===== config.mk =====
export PLATFORM = sky130hd
export DESIGN_NAME = imem_boot_loader
export DESIGN_NICKNAME = d
export VERILOG_FILES = /design/src/rtl/imem_boot_loader.sv
export SDC_FILE = /design/constraint.sdc
export NUM_CORES = 1
export LEC_CHECK = 0
export ABC_CLOCK_PERIOD_IN_PS = 6850
export BUFFER_PORTS_ARGS = -buffer_cell sky130_fd_sc_hd__buf_2
export CELL_PAD_IN_SITES_DETAIL_PLACEMENT = 1
export CELL_PAD_IN_SITES_GLOBAL_PLACEMENT = 1
export CORE_UTILIZATION = 40
export CTS_CLUSTER_DIAMETER = 120
export DETAILED_ROUTE_END_ITERATION = 8
export GPL_ROUTABILITY_DRIVEN = 0
export PLACE_DENSITY_LB_ADDON = 0.1
export SLEW_MARGIN = 20
export SYNTH_ARGS = -nofsm -noshare
export SYNTH_HDL_FRONTEND = slang
export SYNTH_SLANG_ARGS = --single-unit

===== constraint.sdc =====
create_clock -name clk -period 6.85 [get_ports clk]
set_input_delay 1.0275 -clock clk [delete_from_list [all_inputs] [get_ports clk]]
set_output_delay 1.0275 -clock clk [all_outputs]
set_load 0.03 [all_outputs]

===== src/rtl/imem_boot_loader.sv =====
// Boot loader: receives a length-prefixed, XOR-checksummed byte stream, packs it
// little-endian into 32-bit words for instruction memory, and releases core reset on success.
module imem_boot_loader #(
  parameter int unsigned ADDR_W = 10
) (
  input  logic              clk,
  input  logic              rst,
  input  logic              start,
  input  logic [7:0]        rx_data,
  input  logic              rx_valid,
  output logic              rx_ready,
  output logic              imem_we,
  output logic [ADDR_W-1:0] imem_waddr,
  output logic [31:0]       imem_wdata,
  output logic              cpu_rst_n,
  output logic              busy,
  output logic              done,
  output logic              error,
  output logic [15:0]       word_count
);

  typedef enum logic [2:0] {
    S_IDLE, S_HDR0, S_HDR1, S_LOAD, S_CSUM, S_DONE, S_ERROR
  } state_t;

  localparam logic [16:0] CAP = 17'd1 << ADDR_W;

  state_t              r_state, w_next;
  logic [15:0]         r_len;
  logic [1:0]          r_lane;
  logic [7:0]          r_csum;
  logic [31:0]         r_word;
  logic                r_we;
  logic [ADDR_W-1:0]   r_waddr;
  logic [31:0]         r_wdata;
  logic [15:0]         r_wcount;

  logic                w_busy;
  logic                w_acc;
  logic [15:0]         w_n;
  logic                w_last;
  logic [31:0]         w_word;

  assign w_busy = (r_state == S_HDR0) || (r_state == S_HDR1) ||
                  (r_state == S_LOAD) || (r_state == S_CSUM);
  assign w_acc  = rx_valid & w_busy;
  assign w_n    = {rx_data, r_len[7:0]};
  assign w_last = (r_wcount + 16'd1) == r_len;
  // Byte 0 ends up in bits [7:0] after four right-shifting accepts.
  assign w_word = {rx_data, r_word[31:8]};

  always_comb begin
    w_next = r_state;
    case (r_state)
      S_IDLE, S_DONE, S_ERROR: if (start) w_next = S_HDR0;
      S_HDR0: if (w_acc) w_next = S_HDR1;
      S_HDR1: begin
        if (w_acc) begin
          if ({1'b0, w_n} > CAP)  w_next = S_ERROR;
          else if (w_n == 16'd0)  w_next = S_CSUM;
          else                    w_next = S_LOAD;
        end
      end
      S_LOAD: if (w_acc && r_lane == 2'd3 && w_last) w_next = S_CSUM;
      S_CSUM: if (w_acc) w_next = (rx_data == r_csum) ? S_DONE : S_ERROR;
      default: w_next = S_IDLE;
    endcase
  end

  always_ff @(posedge clk or posedge rst) begin
    if (rst) r_state <= S_IDLE;
    else     r_state <= w_next;
  end

  always_ff @(posedge clk or posedge rst) begin
    if (rst) begin
      r_len    <= '0;
      r_lane   <= '0;
      r_csum   <= '0;
      r_word   <= '0;
      r_we     <= 1'b0;
      r_waddr  <= '0;
      r_wdata  <= '0;
      r_wcount <= '0;
    end else begin
      r_we <= 1'b0;
      case (r_state)
        S_IDLE, S_DONE, S_ERROR: begin
          if (start) begin
            r_len    <= '0;
            r_lane   <= '0;
            r_csum   <= '0;
            r_wcount <= '0;
          end
        end
        S_HDR0: if (w_acc) r_len[7:0]  <= rx_data;
        S_HDR1: if (w_acc) r_len[15:8] <= rx_data;
        S_LOAD: begin
          if (w_acc) begin
            r_word <= w_word;
            r_csum <= r_csum ^ rx_data;
            r_lane <= r_lane + 2'd1;
            if (r_lane == 2'd3) begin
              r_we     <= 1'b1;
              r_waddr  <= r_wcount[ADDR_W-1:0];
              r_wdata  <= w_word;
              r_wcount <= r_wcount + 16'd1;
            end
          end
        end
        default: ;
      endcase
    end
  end

  assign rx_ready   = w_busy;
  assign busy       = w_busy;
  assign done       = (r_state == S_DONE);
  assign error      = (r_state == S_ERROR);
  assign cpu_rst_n  = (r_state == S_DONE);
  assign imem_we    = r_we;
  assign imem_waddr = r_waddr;
  assign imem_wdata = r_wdata;
  assign word_count = r_wcount;

endmodule


==> impl_metrics.json, run 1 <==
{
  "die-height_microns": 118.2,
  "synth_cells": 604,
  "dp.cells": 815,
  "syn_area_per_cell_sq_um": 8.947,
  "n_fill_cell": 1560,
  "htreeDepth": 3,
  "fin_nets": 664,
  "cts_tree": "yes",
  "setup_viol": 0,
  "cp_max_fo": 50,
  "clock.fmax_ghz": 0.3169,
  "layout_min_cycle_time_ns": 3.155,
  "synth.most_common_cell": "nand2_1",
  "clk_pin_slew_worst_paths_ns": 0.08,
  "hpwlAfterDp_microns": 9224,
  "dieArea_sq_mm": 0.01398,
  "synth_edf_count": 0,
  "postCtsSetupRepairBufs": 0,
  "routed_wl_microns": 13670,
  "power_w": 0.002238,
  "hold_slack_ns": 0.4726,
  "synth-seq-area-share_pct": 51.86,
  "yosysTopAreaCell": "dfrtp_1",
  "slew_headroom_pct": 32.00,
  "antenna_found_initial": 0,
  "r2r_slack_ns": 3.69,
  "endpoint_kind": "flop",
  "hold_violations": 0,
  "clockBufferDepth": 2,
  "synth_area_leaders": "dfrtp_1 52%, nand2_1 16%, o21ai_0 3.9%",
  "num_io_pins": 76,
  "fin_skew_ns": 0.006880,
  "grt_max_degree": 86,
  "gr-total-overflow": 0,
  "numCtsBuffers": 9,
  "fin_setup_tns_ns": 0,
  "worstMarginPinSlew_ns": 1.020,
  "ys_ff_latch": 112,
  "cap_violations": 0,
  "drive_gt1_share_pct": 17.10,
  "crit_type": "flop to flop",
  "wl_per_cell_microns": 16.45,
  "syn_nets": 618,
  "grt_pass1_wl_microns": 23300,
  "synth_top_area_share_pct": 51.86,
  "syn2layout_area_growth_pct": 13.24,
  "route.detailed.drc": 0,
  "vias": 4293,
  "cts.sinks": 112,
  "grt_pass1_vias": 4391,
  "leakage_nw": 3.179,
  "fin_cells": 831,
  "coreArea_sq_mm": 0.01319,
  "peakVddDrop_uv": 226.9,
  "port_buffers": 75,
  "yosys_warnings": 0,
  "ys_top_cells_by_count": "231 x nand2_1, 112 x dfrtp_1, 42 x o21ai_0, 26 x nor2_1, 23 x xnor2_1",
  "worstPathArrival_ns": 3.41,
  "async_flop_share_pct": 100.0,
  "clk_latency_ns": 0.36,
  "antenna_cells": 0,
  "netlist_area_sq_mm": 0.005404,
  "crit_required_ns": 7.11,
  "dr.first_iter.drc_count": 240,
  "ys_types": 57,
  "gr-usage-all-layers_pct": 21.22,
  "ys.flop_type": "dfrtp_1",
  "hp-class": "flop to flop",
  "report.final.slew_viol_count": 0,
  "rows": 42,
  "fin_ws_ns": 3.695,
  "die_w_microns": 118.2,
  "rsz0062_at_grt": "false",
  "start_util_pct": 40.97,
  "setup.worst_path.start_class": "flop",
  "first_pass_iters": 5,
  "ant_nets": 0,
  "period_share_pct": 46.06,
  "post_drt_via_cell_ratio": 5.166,
  "status": "finished clean",
  "pre_cts_ws_ns": 3.498,
  "power.density_mw_per_mm2": 365.7,
  "hold_buffers": 0,
  "post_cts_resized": 0,
  "cts_root_buf": "clkbuf_16"
}
sequential cells by signal, summed over array words and instances, names as in the netlist:
signal,flops
imem_we,1
r_state,3
r_csum,8
r_lane,2
word_count,16
imem_wdata,32
r_len,16
r_word,24
imem_waddr,10
routing by layer:
metal  vias to the layer above  track usage [%]  routed length (microns)
met2                        67            31.69                     6197
li1                       2100                -                        -
met5                         -                0                        0
met3                        11            2.896                      386
met4                         0            7.131                      192
met1                      2115            31.53                     6893
kinds of logic (layout without fill, tap and decap cells):
logic type | count (synthesis) | count (layout) | synth area share, %
AND/OR/NAND/NOR | 313 | 313 | 26.12
flip-flops | 112 | 112 | 51.86
AO/OA/AOI/OAI | 94 | 94 | 11.09
buffers and inverters | 48 | 99 | 4.723
XOR/XNOR | 32 | 32 | 5.186
multiplexers | 3 | 3 | 0.5557
adder cells (fa/ha/maj) | 2 | 2 | 0.4630
power by group:
part           switching (W)  internal [W]  leakage, nW
sequential          0.000152      0.000825         1.51
combinational       0.000458      0.000247         1.51
clock               0.000264      0.000292        0.155
per-stage QoR:
stage          instance area (sq um)  util, %
5_1_grt                         6120    46.40
6_report                        6120    46.40
3_5_place_dp                    5791    43.90
2_1_floorplan                   5404        -
3_3_place_gp                    5791    43.90
4_1_cts                         6110    46.32
final timing paths:
check,end,cells past startpoint,from
setup reg to reg,word_count[10],7,r_state[2]
min in group asynchronous,word_count[12],2,rst
hold reg to reg,imem_wdata[0],2,imem_wdata[0]
setup / recovery,word_count[10],7,r_state[2]
hold / removal,imem_wdata[0],2,imem_wdata[0]
max in group asynchronous,word_count[15],3,rst
cell type report:
type                       count  area, sq um  area share [%]
clock buffer                   9        225.2           3.680
sequential                   112         2803           45.80
clock inverter                 7        93.84           1.533
tap                          176        220.2           3.598
inverter                       5        21.27          0.3476
multi-input combinational    444         2355           38.48
timing repair buffer          78        401.6           6.563
layout by cell type, fill, tap and decap left out, types with 9 or more instances in the layout:
| cell type | synthesis | layout |
|---|---|---|
| xor2_1 | 9 | 9 |
| nand2_1 | 231 | 229 |
| nor2_1 | 26 | 26 |
| nand3_1 | 9 | 9 |
| a22o_1 | 9 | 9 |
| clkbuf_16 | 0 | 9 |
| o21ai_0 | 42 | 42 |
| xnor2_1 | 23 | 23 |
| buf_2 | 12 | 75 |
| dfrtp_1 | 112 | 112 |
| o21ai_1 | 11 | 11 |
worst max-delay path, cell delays in order, from the launching register on:
cell	delay (ns)
dfrtp_1	0.56
and3b_1	0.42
and2_1	0.84
nand2_2	0.12
inv_2	0.69
and2_1	0.23
o21ai_1	0.06
o31ai_1	0.10
Note: power is estimated with default switching activity, not from simulation.
==> run 2, diff against run 1 <==
--- a/config.mk
+++ b/config.mk
@@ -5,7 +5,7 @@
 export SDC_FILE = /design/constraint.sdc
 export NUM_CORES = 1
 export LEC_CHECK = 0
-export ABC_CLOCK_PERIOD_IN_PS = 6850
+export ABC_CLOCK_PERIOD_IN_PS = 3040
 export BUFFER_PORTS_ARGS = -buffer_cell sky130_fd_sc_hd__buf_2
 export CELL_PAD_IN_SITES_DETAIL_PLACEMENT = 1
 export CELL_PAD_IN_SITES_GLOBAL_PLACEMENT = 1
==> constraint.sdc (replaced) <==
create_clock -name clk -period 3.04 [get_ports clk]
set_input_delay 0.456 -clock clk [delete_from_list [all_inputs] [get_ports clk]]
set_output_delay 0.456 -clock clk [all_outputs]
set_load 0.03 [all_outputs]
==> impl_metrics.json, run 2 (same netlist as run 1, synthesis figures left out) <==
{
  "gr-total-overflow": 0,
  "hold_buffers": 0,
  "start_util_pct": 40.97,
  "cts_tree": "yes",
  "grt_pass1_wl_microns": 23090,
  "num_io_pins": 76,
  "post_drt_via_cell_ratio": 5.250,
  "r2r_slack_ns": 0.63,
  "r2r_start": "word_count[0]",
  "layout_min_cycle_time_ns": 2.406,
  "port_buffers": 75,
  "fin_nets": 670,
  "final_cell_mix": "230 x nand2_1, 112 x dfrtp_1, 75 x buf_2, 42 x o21ai_0, 26 x nor2_1",
  "endpoint_kind": "flop",
  "internal_power_w": 0.003091,
  "power_frac_seq_pct": 43.8,
  "ant_nets": 0,
  "numCtsBuffers": 9,
  "ff2ff_path_depth": 7,
  "critPathSlowestCell": "dfrtp_1",
  "slew_headroom_pct": 41.52,
  "clkPwrFrac_pct": 24.1,
  "crit_path_start": "word_count[0]",
  "fin_ws_ns": 0.6339,
  "setup_viol": 0,
  "leakage_nw": 3.199,
  "power.density_mw_per_mm2": 819.1,
  "hold_violations": 0,
  "worstMarginPinSlew_ns": 0.8754,
  "cap_violations": 0,
  "die_w_microns": 118.2,
  "cp_max_fo": 9,
  "grt_pass1_vias": 4377,
  "coreArea_sq_mm": 0.01319,
  "cp_num_buf_inv": 0,
  "p_sw_share_pct": 38.74,
  "fin_skew_ns": 0.01250,
  "clock.fmax_ghz": 0.4156,
  "fin_setup_tns_ns": 0,
  "clockBufferDepth": 2,
  "crit_required_ns": 3.29,
  "report.final.slew_viol_count": 0,
  "cts_root_buf": "clkbuf_16",
  "first_pass_iters": 4,
  "crit_type": "flop to flop",
  "rsz0062_at_grt": "false",
  "power_frac_comb_pct": 32.1,
  "dr.first_iter.drc_count": 212,
  "setup.worst_path.start_class": "flop",
  "post_cts_resized": 0,
  "cp_cell_sequence": "ha_1 -> and3_1 -> nand4_1 -> xnor2_1 -> nor4_2 -> o2111ai_2 -> a21o_1",
  "clk_latency_ns": 0.36,
  "rows": 42,
  "p_switching_w": 0.001955,
  "postCtsSetupRepairBufs": 0,
  "grt_max_degree": 63,
  "wl_per_cell_microns": 16.57,
  "worstPathArrival_ns": 2.65,
  "peakVddDrop_uv": 391.7,
  "syn2layout_area_growth_pct": 13.98,
  "hpwlAfterDp_microns": 9547,
  "final_util_pct": 46.70,
  "crit_family": "simple AND/OR/NAND/NOR gates",
  "clk_pin_slew_worst_paths_ns": 0.07,
  "layout_commonest_cell": "nand2_1",
  "gr-usage-all-layers_pct": 21.00,
  "critPathMaxStageDelay_ns": 0.54,
  "hp-class": "input pin to async pin",
  "cts.sinks": 112,
  "r2r-end": "r_state[0]",
  "routed_wl_microns": 13870,
  "route.detailed.drc": 0,
  "htreeDepth": 3,
  "vias": 4394,
  "dieArea_sq_mm": 0.01398,
  "antenna_found_initial": 0,
  "status": "finished clean",
  "pre_cts_ws_ns": 0.6492,
  "period_share_pct": 79.15,
  "antenna_cells": 0,
  "die-height_microns": 118.2,
  "largest_reg_flops": 32,
  "drive_gt1_share_pct": 17.25
}
[run 2: changes by cell type in the layout (fill, tap and decap cells not counted), sizes merged]
cell      delta
inv          +1
clkinvlp     +2
clkinv       -5
buf          +6
clkbuf       +2
[run 2: power by group through the flow]
stage / clock network, W / logic, W / registers (W)
final: 0.00122 / 0.00162 / 0.00221
after global routing: 0.00129 / 0.00179 / 0.00227
after CTS: 0.00125 / 0.00164 / 0.00221
after detailed placement: 0 / 0.00163 / 0.00223
after global placement: 0 / 0.00158 / 0.00221
after floorplan: 0 / 0.00108 / 0.00230
[run 2: stage by stage]
stage | hold slack (ns) | cell area [sq um] | total power, W | cells
4_1_cts | 0.2900 | 6160 | 0.005098 | 837
2_1_floorplan | 0.4386 | 5408 | 0.003384 | 604
5_1_grt | 0.3422 | 6160 | 0.005346 | 837
6_report | 0.2584 | 6160 | 0.005045 | 837
3_3_place_gp | 0.4532 | 5862 | 0.003790 | 821
3_5_place_dp | 0.4569 | 5862 | 0.003860 | 821
[run 2: area by class of cell]
type / instances / area, sq um
Inverter: 5 / 22.52
Tap cell: 176 / 220.2
Fill cell: 1555 / 7030
Timing Repair Buffer: 84 / 467.9
Multi-Input combinational cell: 444 / 2349
Clock inverter: 5 / 65.06
Sequential cell: 112 / 2803
Clock buffer: 11 / 232.7
[run 2: worst max-delay path by stage]
| stage | end | slack (ns) | cells past startpoint |
|---|---|---|---|
| floorplan | r_state[0] | 0.77 | 7 |
| global placement | r_state[0] | 0.78 | 7 |
| detailed placement | r_state[0] | 0.65 | 7 |
| global route | r_csum[6] | 0.39 | 6 |
| finish | r_state[0] | 0.63 | 7 |
| CTS | r_state[0] | 0.64 | 7 |
[run 2: layer usage]
metal	GRT usage, %	share of wire [%]	vias to the layer above
li1	-	-	2110
met1	30.23	51	2206
met2	32.13	45	62
met3	2.703	2.4	16
met4	8.013	1.7	0
met5	0	0	-
[run 2: worst reg2reg max path, stage by stage, from the launching register on]
cell and delay, ns:
dfrtp_1 0.54, ha_1 0.31, and3_1 0.31, nand4_1 0.19
xnor2_1 0.19, nor4_2 0.31, o2111ai_2 0.22, a21o_1 0.23
==> run 3, diff against run 2 <==
--- a/config.mk
+++ b/config.mk
@@ -5,7 +5,7 @@
 export SDC_FILE = /design/constraint.sdc
 export NUM_CORES = 1
 export LEC_CHECK = 0
-export ABC_CLOCK_PERIOD_IN_PS = 3040
+export ABC_CLOCK_PERIOD_IN_PS = 2380
 export BUFFER_PORTS_ARGS = -buffer_cell sky130_fd_sc_hd__buf_2
 export CELL_PAD_IN_SITES_DETAIL_PLACEMENT = 1
 export CELL_PAD_IN_SITES_GLOBAL_PLACEMENT = 1
==> constraint.sdc (replaced) <==
create_clock -name clk -period 2.38 [get_ports clk]
set_input_delay 0.357 -clock clk [delete_from_list [all_inputs] [get_ports clk]]
set_output_delay 0.357 -clock clk [all_outputs]
set_load 0.03 [all_outputs]
==> impl_metrics.json, run 3 (same netlist as run 1, synthesis figures left out) <==
{
  "post_drt_via_cell_ratio": 5.223,
  "antenna_cells": 0,
  "worstMarginPinSlew_ns": 0.7589,
  "setup_viol": 0,
  "hold_violations": 0,
  "top_layer": "met4",
  "setup.worst_path.start_class": "flop",
  "drive_gt1_share_pct": 18.71,
  "route.detailed.drc": 0,
  "postCtsSetupRepairBufs": 0,
  "layout_commonest_cell": "nand2_1",
  "drt-met1-wl_microns": 6904,
  "final_cell_mix": "230 x nand2_1, 112 x dfrtp_1, 75 x buf_2, 42 x o21ai_0, 26 x nor2_1",
  "grt_pass1_vias": 4470,
  "crit_path_start": "word_count[5]",
  "hpwlAfterDp_microns": 9588,
  "placed_area_sq_mm": 0.005914,
  "grt_pass1_wl_microns": 23480,
  "hp-class": "input pin to async pin",
  "clock.fmax_ghz": 0.4381,
  "peakVddDrop_uv": 516.4,
  "first_pass_iters": 4,
  "die-height_microns": 118.2,
  "wl_per_cell_microns": 16.77,
  "vias": 4408,
  "gr-total-overflow": 0,
  "period_share_pct": 95.90,
  "fin_cells": 844,
  "clockBufferDepth": 2,
  "fin_nets": 677,
  "dp.cells": 828,
  "cp_max_fo": 13,
  "gr-usage-all-layers_pct": 21.41,
  "cts.sinks": 112,
  "final_area_sq_mm": 0.006264,
  "syn2layout_area_growth_pct": 15.91,
  "clk_latency_ns": 0.36,
  "start_util_pct": 40.97,
  "numCtsBuffers": 9,
  "dr.first_iter.drc_count": 268,
  "final_util_pct": 47.49,
  "layout_min_cycle_time_ns": 2.282,
  "power.density_mw_per_mm2": 1062,
  "wl_met2_microns": 6492,
  "fin_skew_ns": 0.009501,
  "die_w_microns": 118.2,
  "met3WireLength_microns": 438,
  "r2r_start": "word_count[5]",
  "num_io_pins": 76,
  "htreeDepth": 3,
  "rows": 42,
  "coreArea_sq_mm": 0.01319,
  "crit_required_ns": 2.63,
  "cap_violations": 0,
  "antenna_found_initial": 0,
  "grt_max_degree": 113,
  "leakage_nw": 3.258,
  "port_buffers": 75,
  "cts_root_buf": "clkbuf_16",
  "routed_wl_microns": 14150,
  "dieArea_sq_mm": 0.01398,
  "ant_nets": 0,
  "status": "finished clean",
  "hold_buffers": 0,
  "fin_setup_tns_ns": 0,
  "endpoint_kind": "flop",
  "largest_reg_flops": 32,
  "cts_tree": "yes",
  "n_fill_cell": 1572,
  "report.final.slew_viol_count": 0,
  "slew_headroom_pct": 49.41,
  "rsz0062_at_grt": "false",
  "crit_type": "flop to flop",
  "clk_pin_slew_worst_paths_ns": 0.07,
  "worstPathArrival_ns": 2.53
}
[run 3: worst paths after layout]
kind / to / slack, ns / cells past startpoint
max reg2reg: r_state[0] / 0.1 / 6
max: r_state[0] / 0.1 / 6
max in group asynchronous: word_count[1] / 1.73 / 3
min in group clk: imem_wdata[25] / 0.30 / 3
min: r_word[14] / 0.16 / 3
min reg2reg: imem_waddr[6] / 0.47 / 2
[run 3: worst max-delay path: stages (launching register included)]
cell	delay, ns
dfrtp_1	0.61
nand4_4	0.28
nor4_1	0.36
a21boi_1	0.13
nor4_2	0.31
o2111ai_2	0.24
a21o_1	0.23
[run 3: what timing repair did]
item                       in CTS  in global routing
gates resized for setup         0                  1
setup endpoints to repair       0                  2
hold endpoints to repair        0                  0
[run 3: layer usage]
| metal | up-vias | GRT usage (%) |
|---|---|---|
| met5 | - | 0 |
| met4 | 0 | 8.654 |
| met3 | 21 | 2.896 |
| met2 | 74 | 32.90 |
| met1 | 2195 | 30.46 |
| li1 | 2118 | - |
[run 3: through the flow]
| step | hold WS [ns] | setup WS [ns] | power [W] |
|---|---|---|---|
| floorplan | 0.4386 | 0.1092 | 0.004323 |
| global placement | 0.4515 | 0.2783 | 0.004879 |
| detailed placement | 0.4581 | 0.1241 | 0.004970 |
| CTS | 0.2045 | 0.07075 | 0.006721 |
| global route | 0.2091 | 0.02799 | 0.007055 |
| finish | 0.1635 | 0.09759 | 0.006653 |
[run 3: final cells by class]
class / count / area [sq um] / area share (%)
Clock buffer: 10 / 239.0 / 3.815
Multi-Input combinational cell: 444 / 2357 / 37.63
Tap cell: 176 / 220.2 / 3.516
Sequential cell: 112 / 2803 / 44.75
Inverter: 5 / 22.52 / 0.3596
Timing Repair Buffer: 91 / 520.5 / 8.310
Clock inverter: 6 / 101.3 / 1.618
[run 3: power by group]
part           switching [W]  leakage [nW]  internal (W)  total [W]
Clock               0.000747         0.167      0.000969    0.00172
Sequential          0.000370          1.51       0.00238    0.00275
Combinational        0.00141          1.58      0.000781    0.00219
